$ cat config.mk
export PLATFORM = sky130hd
export DESIGN_NAME = acc_sample_fifo
export DESIGN_NICKNAME = d
export VERILOG_FILES = /design/src/rtl/acc_pkg.sv /design/src/rtl/sample_fifo_core.sv /design/src/rtl/acc_sample_fifo.sv
export SDC_FILE = /design/constraint.sdc
export NUM_CORES = 1
export LEC_CHECK = 0
export BUFFER_PORTS_ARGS = -buffer_cell sky130_fd_sc_hd__buf_2
export CORE_MARGIN = 2
export CORE_UTILIZATION = 50
export CTS_BUF_LIST = sky130_fd_sc_hd__clkbuf_4 sky130_fd_sc_hd__clkbuf_8
export DETAILED_ROUTE_END_ITERATION = 16
export PLACE_DENSITY = 0.71
export SYNTH_ARGS = -nofsm -noshare
export SYNTH_HDL_FRONTEND = slang
export SYNTH_SLANG_ARGS = --single-unit
$ cat constraint.sdc
create_clock -name ck -period 3.69 [get_ports ck]
set_input_delay 0.1845 -clock ck [delete_from_list [all_inputs] [get_ports ck]]
set_output_delay 0.1845 -clock ck [all_outputs]
set_load 0.03 [all_outputs]
$ cat src/rtl/acc_pkg.sv
// Shared constants and helpers for the accumulator sample FIFO slice.
package acc_pkg;

    localparam int unsigned ACC_WIDTH  = 8;
    localparam int unsigned DROP_W_DEF = 8;

    function automatic int unsigned ptr_w(input int unsigned depth);
        return $clog2(depth);
    endfunction

endpackage

$ cat src/rtl/sample_fifo_core.sv
// Circular FIFO storage: pointers, occupancy count and the masked head output.
module sample_fifo_core
    import acc_pkg::*;
#(
    parameter  int unsigned WIDTH = ACC_WIDTH,
    parameter  int unsigned DEPTH = 4,
    localparam int unsigned PW    = ptr_w(DEPTH),
    localparam int unsigned CW    = PW + 1
) (
    input  logic             ck,
    input  logic             clr,
    input  logic             push,
    input  logic             pop,
    input  logic [WIDTH-1:0] wdata,
    output logic [WIDTH-1:0] rdata,
    output logic [CW-1:0]    count
);

    logic [WIDTH-1:0] mem [DEPTH];
    logic [PW-1:0]    wr_ptr;
    logic [PW-1:0]    rd_ptr;

    // Storage needs no reset: the head is masked to zero whenever count is zero.
    always_ff @(posedge ck) begin
        if (push) begin
            mem[wr_ptr] <= wdata;
        end
    end

    always_ff @(posedge ck) begin
        if (clr) begin
            wr_ptr <= '0;
            rd_ptr <= '0;
            count  <= '0;
        end else begin
            if (push) wr_ptr <= wr_ptr + 1'b1;
            if (pop)  rd_ptr <= rd_ptr + 1'b1;
            case ({push, pop})
                2'b10:   count <= count + 1'b1;
                2'b01:   count <= count - 1'b1;
                default: count <= count;
            endcase
        end
    end

    always_comb begin
        rdata = '0;
        if (count != '0) rdata = mem[rd_ptr];
    end

endmodule

$ cat src/rtl/acc_sample_fifo.sv
// Samples the accumulator into a FIFO; overflow drops samples rather than stalling.
module acc_sample_fifo
    import acc_pkg::*;
#(
    parameter  int unsigned WIDTH  = ACC_WIDTH,
    parameter  int unsigned DEPTH  = 4,
    parameter  int unsigned DROP_W = DROP_W_DEF,
    localparam int unsigned CW     = ptr_w(DEPTH) + 1
) (
    input  logic              ck,
    input  logic              clr,
    input  logic              en,
    input  logic              mode_chg,
    input  logic [WIDTH-1:0]  din,
    input  logic              rd_rdy,
    output logic              rd_vld,
    output logic [WIDTH-1:0]  rd_data,
    output logic [CW-1:0]     count,
    output logic              ovf,
    output logic [DROP_W-1:0] drop_cnt
);

    logic [WIDTH-1:0] last;
    logic             have_last;
    logic             full;
    logic             pop;
    logic             req;
    logic             push;
    logic             drop;

    // A pop on a full FIFO frees the slot in the same edge, so the push still lands.
    always_comb begin
        rd_vld = (count != '0);
        full   = (count == CW'(DEPTH));
        pop    = rd_vld & rd_rdy;
        req    = en & (~mode_chg | ~have_last | (din != last));
        push   = req & (~full | pop);
        drop   = req & full & ~pop;
    end

    always_ff @(posedge ck) begin
        if (clr) begin
            last      <= '0;
            have_last <= 1'b0;
            ovf       <= 1'b0;
            drop_cnt  <= '0;
        end else begin
            if (req) begin
                last      <= din;
                have_last <= 1'b1;
            end
            if (drop) begin
                ovf <= 1'b1;
                if (drop_cnt != '1) drop_cnt <= drop_cnt + 1'b1;
            end
        end
    end

    sample_fifo_core #(
        .WIDTH (WIDTH),
        .DEPTH (DEPTH)
    ) u_core (
        .ck    (ck),
        .clr   (clr),
        .push  (push),
        .pop   (pop),
        .wdata (din),
        .rdata (rd_data),
        .count (count)
    );

endmodule
## Yosys cells after proc, flatten, opt, wreduce, memory -nomap -nowiden

Memories as Yosys holds them, arrays and structs flattened. A register that Yosys moved wholly into a read port is not among the register bits.
Index checks and enable logic that the tools add are counted.

| operators by class | value |
|---|---|
| add/subtract/negate cells | 5 |
| equality and inequality tests | 5 |
| multiplexer cells | 6 |
| bitwise logic cells | 12 |
| reductions and logical operators | 3 |

Operator list:

| cell | count |
|---|---|
| adder 8 x 1 -> 8 bit (second input constant) | 1 |
| 2-to-1 mux 8 bit | 1 |
| != test 8 bit | 1 |
| != test 8 bit (second input constant) | 1 |
| one-hot mux 3 bit (2 select lines) | 1 |
| AND 1 bit | 5 |
| adder 2 x 1 -> 2 bit (second input constant) | 2 |
| 2-to-1 mux 2 bit | 2 |
| NOT 1 bit | 4 |
| adder 3 x 1 -> 3 bit (second input constant) | 1 |
| == test 3 bit (second input constant) | 1 |
| OR 1 bit | 3 |
| nonzero test 3 bit | 1 |
| subtractor 3 x 1 -> 3 bit (second input constant) | 1 |
| == test 2 x 1 -> 1 bit (second input constant) | 1 |
| == test 2 bit (second input constant) | 1 |
| 2-to-1 mux 1 bit | 2 |
| AND reduction 2 bit | 1 |
| nonzero test 2 bit | 1 |

| word-level totals | value |
|---|---|
| bits in registers | 25 |
| RAM bits | 32 |
| bits of input ports | 13 |
| output and inout bits | 21 |
| word-level logic and storage cells | 39 |
| memories kept | 1 |

Memories:

| memory | depth | bits a word | read ports | clocked after Yosys merged registers in | wr ports | line | RTL |
|---|---|---|---|---|---|---|---|
| u_core.mem | 4 | 8 | 1 | 1 | 1 | sample_fifo_core.sv:19 | `logic [WIDTH-1:0] mem [DEPTH];` |

## Depth between registers and ports, before layout

Gate-level depths: netlist of run 1.

| logic depth | value |
|---|---|
| word-level depth | 7 |
| mapped depth | 11 |
| mapped depth without buffers | 11 |

## Cells and area by module

From an unflattened synthesis of run 1, not the netlist that was laid out.

| second synthesis, totals | value |
|---|---|
| cell total of the unflattened synthesis | 197 |
| area total of the unflattened synthesis | 2576.2 µm² |

By module, submodules not included:

| module | times used | cells an instance | area an instance (µm²) | sequential area each (µm²) |
|---|---|---|---|---|
| sample_fifo_core | 1 | 96 | 1639.1 | 1141.1 |
| acc_sample_fifo | 1 | 101 | 937.1 | 360.3 |

## Worst setup path before layout of run 1

Ideal clock, no wire load.

| timing path | value |
|---|---|
| kind | register to register |
| from | register u_core.count[0] |
| to | register u_core.count[2] |
| setup time | 0.070 ns |
| arrival | 2.522 ns |
| required time | 3.620 ns |
| slack | 1.098 ns |
| stages on the path, launching flop included | 10 |
| buffers on the path | 1 |
| period minus slack after synthesis | 2.592 ns |
| cells stage by stage | dfxtp_1 > or3_1 > clkbuf_1 > and2_1 > ha_1 > inv_1 > fa_1 > xor2_1 > or3_1 > a21oi_1 |

| on the way | value |
|---|---|
| cells in the longest elaborated chain, start to end | 6 |
| elaborated cells between the ends (all ways) | 12 |
| classes of those cells | add/sub: 2; eq/ne: 3; mux: 1; bitwise: 4; reduce/logical: 2 |

Ends and longest elaborated chain:

| what | line | RTL |
|---|---|---|
| from (decl) | sample_fifo_core.sv:16 | `output logic [CW-1:0] count` |
| from (signal assigned) | sample_fifo_core.sv:39 | `2'b10: count <= count + 1'b1;` |
| from (signal assigned) | sample_fifo_core.sv:40 | `2'b01: count <= count - 1'b1;` |
| from (signal assigned) | sample_fifo_core.sv:41 | `default: count <= count;` |
| nonzero test 3 bit * | acc_sample_fifo.sv:33 | `rd_vld = (count != '0);` |
| via rd_vld | acc_sample_fifo.sv:16 | `output logic rd_vld,` |
| AND 1 bit * | acc_sample_fifo.sv:35 | `pop = rd_vld & rd_rdy;` |
| via pop | acc_sample_fifo.sv:26 | `logic pop;` |
| OR 1 bit | acc_sample_fifo.sv:37 | `push = req & (~full \| pop);` |
| AND 1 bit | acc_sample_fifo.sv:37 |  |
| == test 2 x 1 -> 1 bit or == test 2 bit (tied branches) | sample_fifo_core.sv:38 | `case ({push, pop})` |
| one-hot mux 3 bit (2 select lines) or nonzero test 2 bit (tied branches) | - |  |

The timed path passes the listed nets; every way through them passes the cells marked *.
A chain may end at the register's enable or synchronous reset.

## Worst setup path in the final report of run 1

| timing path | value |
|---|---|
| from | register u_core.count[0] |
| to | register u_core.count[2] |

| on the way | value |
|---|---|
| cells in the longest elaborated chain, start to end | 6 |
| elaborated cells between the ends (all ways) | 12 |
| classes of those cells | add/sub: 2; eq/ne: 3; mux: 1; bitwise: 4; reduce/logical: 2 |

Ends and longest elaborated chain:

| what | line |
|---|---|
| nonzero test 3 bit or == test 3 bit (tied branches) | acc_sample_fifo.sv:33, acc_sample_fifo.sv:34 |
| AND 1 bit or NOT 1 bit (tied branches) | acc_sample_fifo.sv:35, acc_sample_fifo.sv:37 |
| OR 1 bit | acc_sample_fifo.sv:37 |
| AND 1 bit | acc_sample_fifo.sv:37 |
| == test 2 x 1 -> 1 bit or == test 2 bit (tied branches) | sample_fifo_core.sv:38 |
| one-hot mux 3 bit (2 select lines) or nonzero test 2 bit (tied branches) | - |

Parallel ways exist; a longest one is shown, timed or not.

==> results list, run 1 <==
- The flow ran to the end, and the final reports show no timing, DRC or antenna violations.
* Total GRT Usage: 0.172
- Unrepaired setup endpoints after global routing: no
* Detailed-route via count: 1573
- Counting every net in the synthesized netlist gives 219.
* Number of buffers inserted during clock tree synthesis: 9
- Clock skew on the completed layout was measured at 8.70 ps.
- In this run, post-CTS hold repair placed 0 buffers.
- Last weighted congestion value of the routability-driven placer: 0.709
- The HPWL after detailed placement is 2950 microns.
* Skew-Pair Late Insertion Delay: 330 ps
- Post-Synthesis Cells: 199
- The layout has 409 filler cells.
- Cell count after placement: 290
- Most frequent cells in the layout: buf_2, edfxtp_1, dfxtp_1, nor2_1, and2_1
- Final setup violation count: 0
* HP Start: din[5]
- For this design the top-level I/O count stands at 34.
- For this run, the number of Yosys warnings is 0.
* Overall overflow remaining after global route: 0
- Detailed Routing Iterations Pass 1: 5
- Once the clock tree was built, the setup fixing pass inserted 0 buffers.
- Initial Utilization: 0.529
- Based on the critical path, the design can be clocked at up to 405 MHz.
- Clock-pin slew was measured on the worst setup and hold paths at 70 ps.
- Syn-to-layout area delta: 15.0%
* Arrival time reported for the critical path endpoint: 2730 ps
* Type of the tightest min-delay check: in -> reg
- Count of clock tree sinks: 59
* Critical-path maximum fanout: 7
* Die boundary width: 75.4 microns
* #FFs+latches synth: 59
- The worst-case IR drop observed on VDD is 0.000280 V.
* Vias per std cell: 5.14
- Detailed router's first-iteration violation count: 83
* Num rows: 25
* Final hold violation count: 0
- Dividing the final minimum period by the clock period gives 0.669.
- The floorplan step defined a core boundary enclosing 4820 sq um.
- On the worst path, the slowest cell contributes a delay of 580 ps.
* Antenna violations before repair: 0
- Share of post-route cells with drive strength above 1: 0.268
* Maximum number of pins on one net before global-route repair: 31
- The analysis attributes to cell leakage a power of 1.12 nW.
- CP top delay family: simple AND/OR/NAND/NOR gates
- Non-filler instance count after layout: 306
* Nets: 254
- The first global-routing pass estimated 7070 microns of wire.
* Synthesized area per cell: 12.8 sq um
- Data required time at the worst endpoint: 3950 ps
* Synth Flop Type: edfxtp_1
* Sequential element share of the synthesized area: 0.589
- Summed over all failing endpoints, the final setup total negative slack is 0 ps.
* Cell type of the slowest stage on the worst timing path: or4b_4
- Area taken by multi-input logic gates: 978 sq um
- Final critical path time including I/O delays and setup: 2470 ps
- In the final layout, flip-flops and latches occupy 1500 sq um.
- CTS built an H-tree with a depth of 3.
- After detailed routing, the number of remaining DRC violations is 0.
- The critical path is of the reg -> reg type.
- After synthesis the cells add up to 2550 sq um.
- Start point of the critical path: u_core.count[0]
- In the synthesized netlist the async set-or-reset flop fraction comes to 0.
* Final wirelength: 4250 microns
- Cell seen most often among critical-path stages: inv_1
- Measured along the y axis, the die boundary spans 75.4 microns.
- Yosys mapped the design onto 32 distinct sky130hd cell types.
- Ratio of total power to cell area: 616 nW/um^2
* Root Buffer Master: clkbuf_8
* Final slew viol count: 0
* Buffers & Inverters on Critical Path: 2
* Clock tree buffer depth: 2
* Number of global-route vias before repair: 1495
- After layout, the worst setup slack is 1220 ps.
* Most common library cell in the layout ignoring fill and taps: buf_2
- Number of buffer cells added on primary ports: 33
* Worst slew margin relative to its limit: 0.339
- The critical path goes through or4b_4 -> nand2_1 -> nor2_1 -> inv_1 -> ha_1 -> inv_1 -> fa_1 -> xor2_1 -> or3_1 -> a21oi_1.
- Max-cap violations in this run came to 0.
- Cells resized by post-CTS repair: 0
- Overall power consumption after layout is estimated at 0.00180 W.
- Tightest Pin Transition: 988 ps
- The worst register-to-register path begins at u_core.count[0].
- Worst slack on hold paths: 113 ps
- Setup crit start kind: flip-flop
- Number of flops mapped to enable cells by yosys: 32
- Die Outline Area: 5690 sq um
- Count of nets left with antenna violations after detail routing: 0
- Antenna Cells: 0
- Pre-CTS setup slack: 1190 ps
* TritonCTS clock tree: built
- After detailed routing, the average wire length per cell comes to 13.9 microns.
- The worst setup path is captured at a flip-flop.
[state kept, by name, summed over array words and instances (netlist names), named ones only]
signal / flops
have_last: 1
u_core.rd_ptr: 2
ovf: 1
u_core.count: 3
u_core.mem: 32
u_core.wr_ptr: 2
last: 8
drop_cnt: 8
[area by class of cell]
class,instances,area share
clock buffer,11,0.0474
timing repair buffer,33,0.0563
inverter,9,0.0115
multi-input combinational,122,0.334
sequential,59,0.512
clock inverter,5,0.0102
tap,67,0.0286
[worst paths after layout]
check / end / slack (ps) / cells past startpoint
worst max-delay path: u_core.count[2] / 1220 / 10
worst min-delay path: u_core.mem[1][5] / 110 / 1
worst max register to register: u_core.count[2] / 1220 / 10
worst min register to register: have_last / 490 / 2
[worst register-to-register path, cell delays in order, from the launching register on]
cell     delay [ps]
dfxtp_1         350
or4b_4          580
nand2_1          90
nor2_1          100
inv_1            80
ha_1            170
inv_1            60
fa_1            380
xor2_1          160
or3_1           300
a21oi_1         140
[layer usage]
layer  track usage  vias to the layer above  share of wire
met1         0.213                      735           0.45
met2         0.276                       38           0.48
met5             0                        -              0
met4        0.0643                        0          0.017
li1              -                      788              -
met3        0.0661                       12          0.051
[cells by family (layout without fill, tap and decap cells)]
| family | after synthesis | after routing | synth area share |
|---|---|---|---|
| buf+inv | 18 | 58 | 0.0275 |
| simple gates | 65 | 65 | 0.134 |
| mux | 20 | 20 | 0.119 |
| xor+xnor | 12 | 12 | 0.0412 |
| fa+ha+maj | 7 | 7 | 0.0373 |
| flops | 59 | 59 | 0.589 |
| compound gates | 18 | 18 | 0.0520 |
[power breakdown]
group	internal (W)	total, W	switching [W]
registers	0.000754	0.000808	0.0000533
logic	0.000195	0.000505	0.000309
clock network	0.000254	0.000492	0.000238
total	0.00120	0.00180	0.000600
[synthesized netlist by cell type, types with 2 or more instances]
master / instances / area, sq um
xor2_1: 3 / 26.3
o31ai_1: 4 / 30.0
dfxtp_1: 27 / 541
or3_1: 4 / 25.0
nor2_1: 24 / 90.1
or4_1: 4 / 30.0
mux2i_1: 9 / 90.1
ha_1: 6 / 75.1
mux2_2: 3 / 33.8
mux4_2: 8 / 180
o21ai_0: 3 / 15.0
nand2_1: 6 / 22.5
buf_2: 2 / 10.0
nand2b_1: 2 / 12.5
a21oi_1: 8 / 40.0
buf_1: 2 / 7.51
edfxtp_1: 32 / 961
nand3_1: 6 / 30.0
clkbuf_1: 5 / 18.8
inv_1: 9 / 33.8
and2_1: 13 / 81.3
xnor2_1: 9 / 78.8
[per-stage QoR]
step / util / cell area (sq um)
CTS: 0.609 / 2930
global placement: 0.574 / 2760
finish: 0.609 / 2930
floorplan: - / 2550
detailed placement: 0.574 / 2760
global route: 0.609 / 2930
(Power assumes the default switching activity.)
==> run 2, diff against run 1 <==
- PLACE_DENSITY: 0.71 -> 0.73
- clock period: 3.69 -> 2.14 ns (I/O delays scaled with it)
==> run 2 against run 1 <==
  * Combinational power increased by 120%
  * Clock-buffer cell count unchanged
  * Die area unchanged
  * The run now ends with negative setup slack left
==> results list, run 2 (synthesis results as in run 1) <==
* Total GRT Usage: 0.201 (was 0.172)
- Initial Utilization: 0.529 (unchanged)
- Die Ht: 75.4 microns (unchanged)
* VDD IR-drop max: 0.000684 V (was 0.000280 V)
* First-pass GRT wire length: 7970 microns (was 7070 microns)
- The number of flip-flops in the largest register was 32 (unchanged).
- The post-cts hold buffer count came to 0 (unchanged).
- Achievable Freq: 449 MHz (was 405 MHz)
- The buffers plus inverters on the worst setup path came to 2 (unchanged).
- The leftover overflow at the end of global routing came to 0 (unchanged).
- Final period util: 1.04 (was 0.669)
* Detailed Routing Iterations Pass 1: 4 (was 5)
- Area taken by multi-input logic gates: 1110 sq um (was 978 sq um)
- Nets: 279 (was 254)
* Tightest Pin Transition: 541 ps (was 988 ps)
- Final wirelength: 5130 microns (was 4250 microns)
* Antenna Cells: 0 (unchanged)
* Registers with the most flip-flops: u_core.mem (32), drop_cnt (8), last (8) (unchanged)
- The sequential share of power was 0.380 (was 0.448).
- The headroom to the max-slew limit was 0.639 (was 0.339).
- The share of layout cells above drive strength 1 came to 0.436 (was 0.268).
* Register name with the most flops: u_core.mem (unchanged)
* Maximum number of pins on one net before global-route repair: 31 (unchanged)
* Crit-path cells: xnor2_2 -> nand3_2 -> nor4_4 -> nor2_4 -> inv_2 -> ha_4 -> inv_2 -> fa_2 -> xor2_1 -> or3_1 -> a21oi_2 (was or4b_4 -> nand2_1 -> nor2_1 -> inv_1 -> ha_1 -> inv_1 -> fa_1 -> xor2_1 -> or3_1 -> a21oi_1)
* Clock skew after layout: 12.5 ps (was 8.70 ps)
* Type of the tightest min-delay check: in -> reg (unchanged)
- The cell with the largest stage delay on the worst path was dfxtp_2 (was or4b_4).
* Final critical path time including I/O delays and setup: 2230 ps (was 2470 ps)
- Skew-Pair Late Insertion Delay: 340 ps (was 330 ps)
* Detailed router's first-iteration violation count: 78 (was 83)
* Stages on worst setup path: 11 (was 10)
- Detailed placement HPWL: 3300 microns (was 2950 microns)
* Core Footprint: 4820 sq um (unchanged)
- Routed wirelength normalized by instance count: 15.5 microns (was 13.9 microns)
- Unrepaired setup endpoints after global routing: yes (was no)
- The endpoint of the most critical setup path is u_core.count[2] (unchanged).
* Fraction of power consumed by the clock network: 0.313 (was 0.273)
* Fillcell total: 382 (was 409)
* Combinational share of power: 0.307 (was 0.280)
* Ratio of total power to cell area: 1080 nW/um^2 (was 616 nW/um^2)
- R2R Setup Slk: -90 ps (was 1220 ps)
- The biggest fanout along the worst timing path was 2 (was 7).
- The minimum hold slack is 74.6 ps (was 113 ps).
- The startpoint of the worst register-to-register path was last[6] (was u_core.count[0]).
* Final non-filler cell area: 3330 sq um (was 2930 sq um)
- The data arrival time of the worst path came to 2490 ps (was 2730 ps).
- Failing checks: negative setup slack
- The leakage power of the design was 1.31 nW (was 1.12 nW).
- The worst reg2reg path endpoint is u_core.count[2] (unchanged).
* Number of buffers inserted during clock tree synthesis: 9 (unchanged)
- Switching part of the total power: 0.312 (was 0.333)
* Cell area after placement: 2950 sq um (was 2760 sq um)
- The number of placement rows is 25 (unchanged).
- The area added between synthesis and finish is 30.6% (was 15.0%).
- The kind of start point of the critical path was a flip-flop (unchanged).
- The DRC violation count after routing is 0 (unchanged).
* Register-to-Register Path Depth: 11 (was 10)
- Die Outline Area: 5690 sq um (unchanged)
- Setup crit end kind: flip-flop (unchanged)
- Maximum cell stage delay along the critical path: 340 ps (was 580 ps)
- H-tree depth: 3 (unchanged)
- Most common library cell in the layout ignoring fill and taps: buf_2 (unchanged)
- Vias per std cell: 5.14 (about the same)
* CP top delay family: simple AND/OR/NAND/NOR gates (unchanged)
* Most frequent cells in the layout: buf_2, edfxtp_1, nor2_1, buf_4, dfxtp_1 (was buf_2, edfxtp_1, dfxtp_1, nor2_1, and2_1)
- Antenna violations before repair: 0 (unchanged)
- The sequential cell area is 1520 sq um (was 1500 sq um).
* Switching power summed over all nets: 0.00112 W (was 0.000600 W)
- TritonCTS clock tree: built (unchanged)
* Count of clock tree sinks: 59 (unchanged)
- Final slew viol count: 0 (unchanged)
- Count of nets left with antenna violations after detail routing: 0 (unchanged)
* Number of global-route vias before repair: 1684 (was 1495)
* Final setup violation count: 1 (was 0)
- Maxcap violations: 0 (unchanged)
- Status: finished, violations left (was completed).
* Die boundary width: 75.4 microns (unchanged)
* Setup ws final: -89.3 ps (was 1220 ps)
- Type of the worst setup path: reg -> reg (unchanged)
- The final weighted congestion of routability-driven global placement is 0.716 (was 0.709).
- The library cell used as clock root buffer is clkbuf_8 (unchanged).
- Final hold violation count: 0 (unchanged)
- The number of buffers on the longest clock path is 2 (unchanged).
- The count of pins on the block boundary came to 34 (unchanged).
* Detailed-route via count: 1700 (was 1573)
- Data required time at the worst endpoint: 2400 ps (was 3950 ps)
- The count of input and output buffers is 33 (unchanged).
- Start point of the critical path: last[6] (was u_core.count[0])
- The cell internal power dissipation was 0.00247 W (was 0.00120 W).
- The number of cells traversed by the worst hold path came to 1 (unchanged).
* Register clock-pin slew on the reported worst setup and hold paths: 70 ps (about the same)
- Cell seen most often among critical-path stages: inv_2 (was inv_1)
[run 2: changes by cell type in the layout (fill, tap and decap cells not counted), moves of 2 or more]
cell,delta
nand3_1,-2
inv_1,-2
dfxtp_2,+5
inv_2,+2
nand3_2,+2
buf_4,+22
dfxtp_1,-8
xnor2_2,+6
xnor2_1,-6
bufinv_16,+2
dfxtp_4,+3
[run 2: layout make-up]
| class | count | area share |
|---|---|---|
| clock buffer | 11 | 0.0436 |
| clock inverter | 5 | 0.0233 |
| inverter | 9 | 0.0101 |
| multi-input combinational | 123 | 0.333 |
| sequential | 59 | 0.456 |
| tap | 67 | 0.0252 |
| timing repair buffer | 57 | 0.109 |
[run 2: worst min path at each step]
stage	from	slack, ps	endpoint
after global placement	din[4]	370	u_core.mem[0][4]
after global routing	din[4]	50	u_core.mem[2][4]
final	din[4]	70	u_core.mem[0][4]
after floorplan	din[0]	210	u_core.mem[0][0]
after CTS	din[4]	30	u_core.mem[3][4]
after detailed placement	din[4]	380	u_core.mem[3][4]
[run 2: metrics by stage]
stage	utilization	setup TNS, ps	power (W)	std cells	worst slack [ps]
after detailed placement	0.612	-267	0.00244	309	-194
after global placement	0.612	-145	0.00241	309	-135
after floorplan	-	-122	0.00210	199	-122
after CTS	0.674	-119	0.00358	328	-119
final	0.691	-89.3	0.00360	331	-89.3
after global routing	0.691	-310	0.00377	331	-237
[run 2: power groups by stage]
stage	clock network, W	logic [W]	registers [W]
after floorplan	0	0.000675	0.00143
after global placement	0	0.00103	0.00138
after detailed placement	0	0.00106	0.00139
after CTS	0.00114	0.00108	0.00136
after global routing	0.00118	0.00122	0.00138
final	0.00113	0.00111	0.00137
[run 2: repair_timing]
item | 4_1_cts | 5_1_grt
buffers inserted | 3 | 3
pin swaps | 7 | 10
gates cloned | 0 | 1
resized for setup | 10 | 13
endpoints found under the setup margin | 2 | 8
[run 2: metal layers]
layer | track usage | share of wire | wire (microns) | vias to the layer above
met1 | 0.228 | 0.42 | 2150 | 817
met4 | 0.0799 | 0.0066 | 34 | 0
met5 | 0 | 0 | 0 | -
met2 | 0.343 | 0.53 | 2710 | 40
met3 | 0.0741 | 0.047 | 241 | 6
li1 | - | - | - | 837
==> run 3, diff against run 2 <==
- ABC_AREA: default -> 1
==> run 3 against run 2 <==
  * The run now ends clean
  * Utilization decreased by 7.5 points
  * Global-route usage down 0.37 points
  * Maximum frequency rose by 12%
  * Synthesized area rose by 7.8%
  * Clock power fell by 25%
  * Synthesized cell count is 52% higher
  * Combinational power is 11% lower
  * Total power fell by 10%
  * Register-to-register slack gained 230 ps
  * Critical path type unchanged
==> results list, run 3 <==
- Area taken by multi-input logic gates: 1080 sq um (was 1110 sq um)
- Number of flops mapped to enable cells by yosys: 32 (unchanged)
- The number of search-and-repair iterations in the first detailed-routing pass was 4 (unchanged).
- The net total in the final layout was 368 (was 279).
- Synth Flop Type: edfxtp_1 (unchanged)
* Syn_nets: 323 (was 219)
- The kind of start point of the critical path is a flip-flop (unchanged).
* Final setup violation count: 0 (was 1)
- The worst setup slack before clock tree synthesis is 50.9 ps (was -194 ps).
- Cell type of the slowest stage on the worst timing path: fa_2 (was dfxtp_2)
- Skew-Pair Late Insertion Delay: 330 ps (was 340 ps)
* Share of post-route cells with drive strength above 1: 0.252 (was 0.436)
- Maximum number of pins on one net before global-route repair: 18 (was 31)
- The number of H-tree levels is 3 (unchanged).
- The number of placement rows was 26 (was 25).
- FF/Latch Area: 1510 sq um (was 1520 sq um)
- Total GRT Usage: 0.197 (was 0.201)
- Cells resized by post-CTS repair: 0 (was 10)
- The number of buffers on the longest clock path is 2 (unchanged).
- Post-CTS Hold Fix Bufs: 0 (unchanged)
* Most frequent cells in the layout: nor2_1, nand2_1, buf_2, edfxtp_1, inv_1 (was buf_2, edfxtp_1, nor2_1, buf_4, dfxtp_1)
- Setup crit end kind: flip-flop (unchanged)
- Fraction of the mapped netlist area in compound gates: 0.123 (was 0.0520)
- Top cell types by occurrence after synthesis: nor2_1, nand2_1, edfxtp_1 (was edfxtp_1, dfxtp_1, nor2_1)
- Main area contributors after synthesis: edfxtp_1, dfxtp_1, nor2_1, nand2_1, a21oi_1 (was edfxtp_1, dfxtp_1, mux4_2, mux2i_1, nor2_1)
* Proportion of netlist area held by the largest area contributor: 0.350 (was 0.377)
- Final non-filler cell area: 3210 sq um (was 3330 sq um)
* Post-CTS setup buffer count: 0 (was 3)
- The leakage power of the design came to 1.33 nW (was 1.31 nW).
- The number of antenna cells inserted came to 0 (unchanged).
- Critical-path maximum fanout: 3 (was 2)
- Worst slew margin relative to its limit: 0.592 (was 0.639)
- Core Footprint: 5200 sq um (was 4820 sq um)
- The summed instance area of the synthesized netlist was 2750 sq um (was 2550 sq um).
* Adder-cell area share of the yosys netlist: 0.0346 (was 0.0373)
- Max FFs per register: 32 (unchanged)
* Tot Pwr: 0.00323 W (was 0.00360 W)
- Die Ht: 78.1 microns (was 75.4 microns)
* Boundary pin count: 34 (unchanged)
- The cell count after synthesis is 303 (was 199).
- Non-filler instance count after layout: 423 (was 331)
- The fraction of synthesized area in multiplexers came to 0 (was 0.119).
- Unrepaired setup endpoints after global routing: yes (unchanged).
- Final wirelength: 5450 microns (was 5130 microns)
* Arrival time reported for the critical path endpoint: 2220 ps (was 2490 ps)
- Root Buffer Master: clkbuf_8 (unchanged)
* Synthesized area per cell: 9.07 sq um (was 12.8 sq um)
- The CTS tree is built (unchanged).
* Cell count after placement: 407 (was 309)
- CP top delay family: simple AND/OR/NAND/NOR gates (unchanged)
- Final hold violation count: 0 (unchanged)
* Overall overflow remaining after global route: 0 (unchanged)
* Ratio of total power to cell area: 1010 nW/um^2 (was 1080 nW/um^2)
- Antenna violations before repair: 0 (unchanged)
* Type of the tightest min-delay check: in -> reg (unchanged)
- Clock skew after layout: 9.97 ps (was 12.5 ps)
- The number of filler cells placed in the layout came to 456 (was 382).
* Most common library cell in the layout ignoring fill and taps: nor2_1 (was buf_2)
- Crit-path cells: inv_1 -> nand2_1 -> nand2_1 -> nor2_1 -> nand3_1 -> nor2_1 -> nor2_2 -> nand2_2 -> ha_1 -> inv_1 -> fa_2 -> a21oi_2 -> o21ai_1 -> o21ai_1 -> a21oi_1 (was xnor2_2 -> nand3_2 -> nor4_4 -> nor2_4 -> inv_2 -> ha_4 -> inv_2 -> fa_2 -> xor2_1 -> or3_1 -> a21oi_2)
- The largest family of logic cells by synthesized area is simple AND/OR/NAND/NOR gates (unchanged).
- The cell accounting for the most synthesized area is edfxtp_1 (unchanged).
- Asr flop ratio synth: 0 (unchanged)
- Data required time at the worst endpoint: 2360 ps (was 2400 ps)
- Final slew viol count: 0 (unchanged)
- The total number of vias was 2125 (was 1700).
* Share of synthesized cell area in and, or, nand and nor gates: 0.200 (was 0.134)
- Routed wirelength normalized by instance count: 12.9 microns (was 15.5 microns)
- The DRC violation count after routing came to 0 (unchanged).
- Type of the worst setup path: reg -> reg (unchanged)
- The final weighted congestion of routability-driven global placement is 0.801 (was 0.716).
- Final critical path time including I/O delays and setup: 2000 ps (was 2230 ps)
* Tightest Pin Transition: 612 ps (was 541 ps)
- The number of flip-flops and latches in the synthesized netlist is 59 (unchanged).
* Registers with the most flip-flops: u_core.mem (32), drop_cnt (8), last (8) (unchanged)
* Xor and xnor fraction of the mapped netlist area: 0.0319 (was 0.0412)
- Detailed router's first-iteration violation count: 94 (was 78)
- The part of the cycle the worst path needs came to 0.932 (was 1.04).
- The number of nets still failing antenna checks after routing came to 0 (unchanged).
- Detailed placement HPWL: 3710 microns (was 3300 microns)
- Die boundary width: 78.1 microns (was 75.4 microns)
- Register name with the most flops: u_core.mem (unchanged)
- The count of maximum capacitance violations came to 0 (unchanged).
- Syn-to-layout area delta: 16.7% (was 30.6%)
* Sequential element share of the synthesized area: 0.546 (was 0.589)
- The clock slew at the register clock pins of the worst setup and hold paths came to 70 ps (about the same).
- Count of clock tree sinks: 59 (unchanged)
* Synth warnings: 0 (unchanged)
- The minimum setup slack in the final design is 145 ps (was -89.3 ps).
- The number of distinct library cell variants in the gate-level netlist after synthesis was 28 (was 32).
- Status: completed (was finished, violations left)
* VDD IR-drop max: 0.000446 V (was 0.000684 V)
- Initial Utilization: 0.528 (was 0.529)
- Maximum cell stage delay along the critical path: 360 ps (was 340 ps)
- The first-pass GRT wire length is 9200 microns (was 7970 microns).
* Number of global-route vias before repair: 2027 (was 1684)
* Die Outline Area: 6110 sq um (was 5690 sq um)
- Cell with the most instances after synthesis: nor2_1 (was edfxtp_1)
- Number of buffers inserted during clock tree synthesis: 9 (unchanged)
- The upper clock frequency limit is 501 MHz (was 449 MHz).
- The mean number of vias per cell is 5.02 (was 5.14).
- Number of buffer cells added on primary ports: 33 (unchanged)
- The buffers plus inverters on the worst setup path came to 2 (unchanged).
* Cell area after placement: 3030 sq um (was 2950 sq um)
run 3: area by class of cell:
type	instances	share of cell area
Sequential cell	59	0.471
Multi-Input combinational cell	201	0.337
Timing Repair Buffer	42	0.0726
Clock buffer	10	0.0410
Inverter	35	0.0410
Tap cell	70	0.0273
Clock inverter	6	0.0101
run 3: worst reg2reg max path, stage by stage, from the launching register on:
cell and delay [ps]:
dfxtp_2 340, inv_1 70, nand2_1 60, nand2_1 50, nor2_1 90, nand3_1 80, nor2_1 120, nor2_2 50
nand2_2 60, ha_1 140, inv_1 70, fa_2 360, a21oi_2 140, o21ai_1 80, o21ai_1 110, a21oi_1 50
run 3: cells by family after synthesis:
kind of cell	after synthesis
flip-flops	59
AO/OA/AOI/OAI	64
XOR/XNOR	10
AND/OR/NAND/NOR	120
adder cells (fa/ha/maj)	7
buffers and inverters	43
run 3: final timing paths:
| path | start | to | slack, ps | cells past startpoint |
|---|---|---|---|---|
| setup / recovery | last[2] | u_core.count[2] | 140 | 15 |
| hold / removal | din[1] | u_core.mem[3][1] | 60 | 1 |
| setup reg to reg | last[2] | u_core.count[2] | 140 | 15 |
| hold reg to reg | u_core.count[0] | u_core.count[0] | 460 | 1 |
run 3: metal layers:
metal | track usage | wire [microns] | up-vias
li1 | - | - | 1089
met1 | 0.248 | 2500 | 986
met2 | 0.328 | 2650 | 44
met3 | 0.0448 | 233 | 6
met4 | 0.0789 | 71 | 0
met5 | 0 | 0 | -
run 3: metrics by stage:
stage	setup TNS, ps	util	hold WS [ps]
2_1_floorplan	0	-	206
3_3_place_gp	0	0.582	393
3_5_place_dp	0	0.582	397
4_1_cts	0	0.614	44.5
5_1_grt	-49.2	0.616	59.8
6_report	0	0.616	56.6
run 3: power breakdown:
part / switching, W / internal [W] / total [W] / leakage, nW
logic: 0.000703 / 0.000289 / 0.000992 / 0.723
clock network: 0.000425 / 0.000422 / 0.000846 / 0.0906
registers: 0.0000908 / 0.00130 / 0.00139 / 0.518
total: 0.00122 / 0.00201 / 0.00323 / 1.33
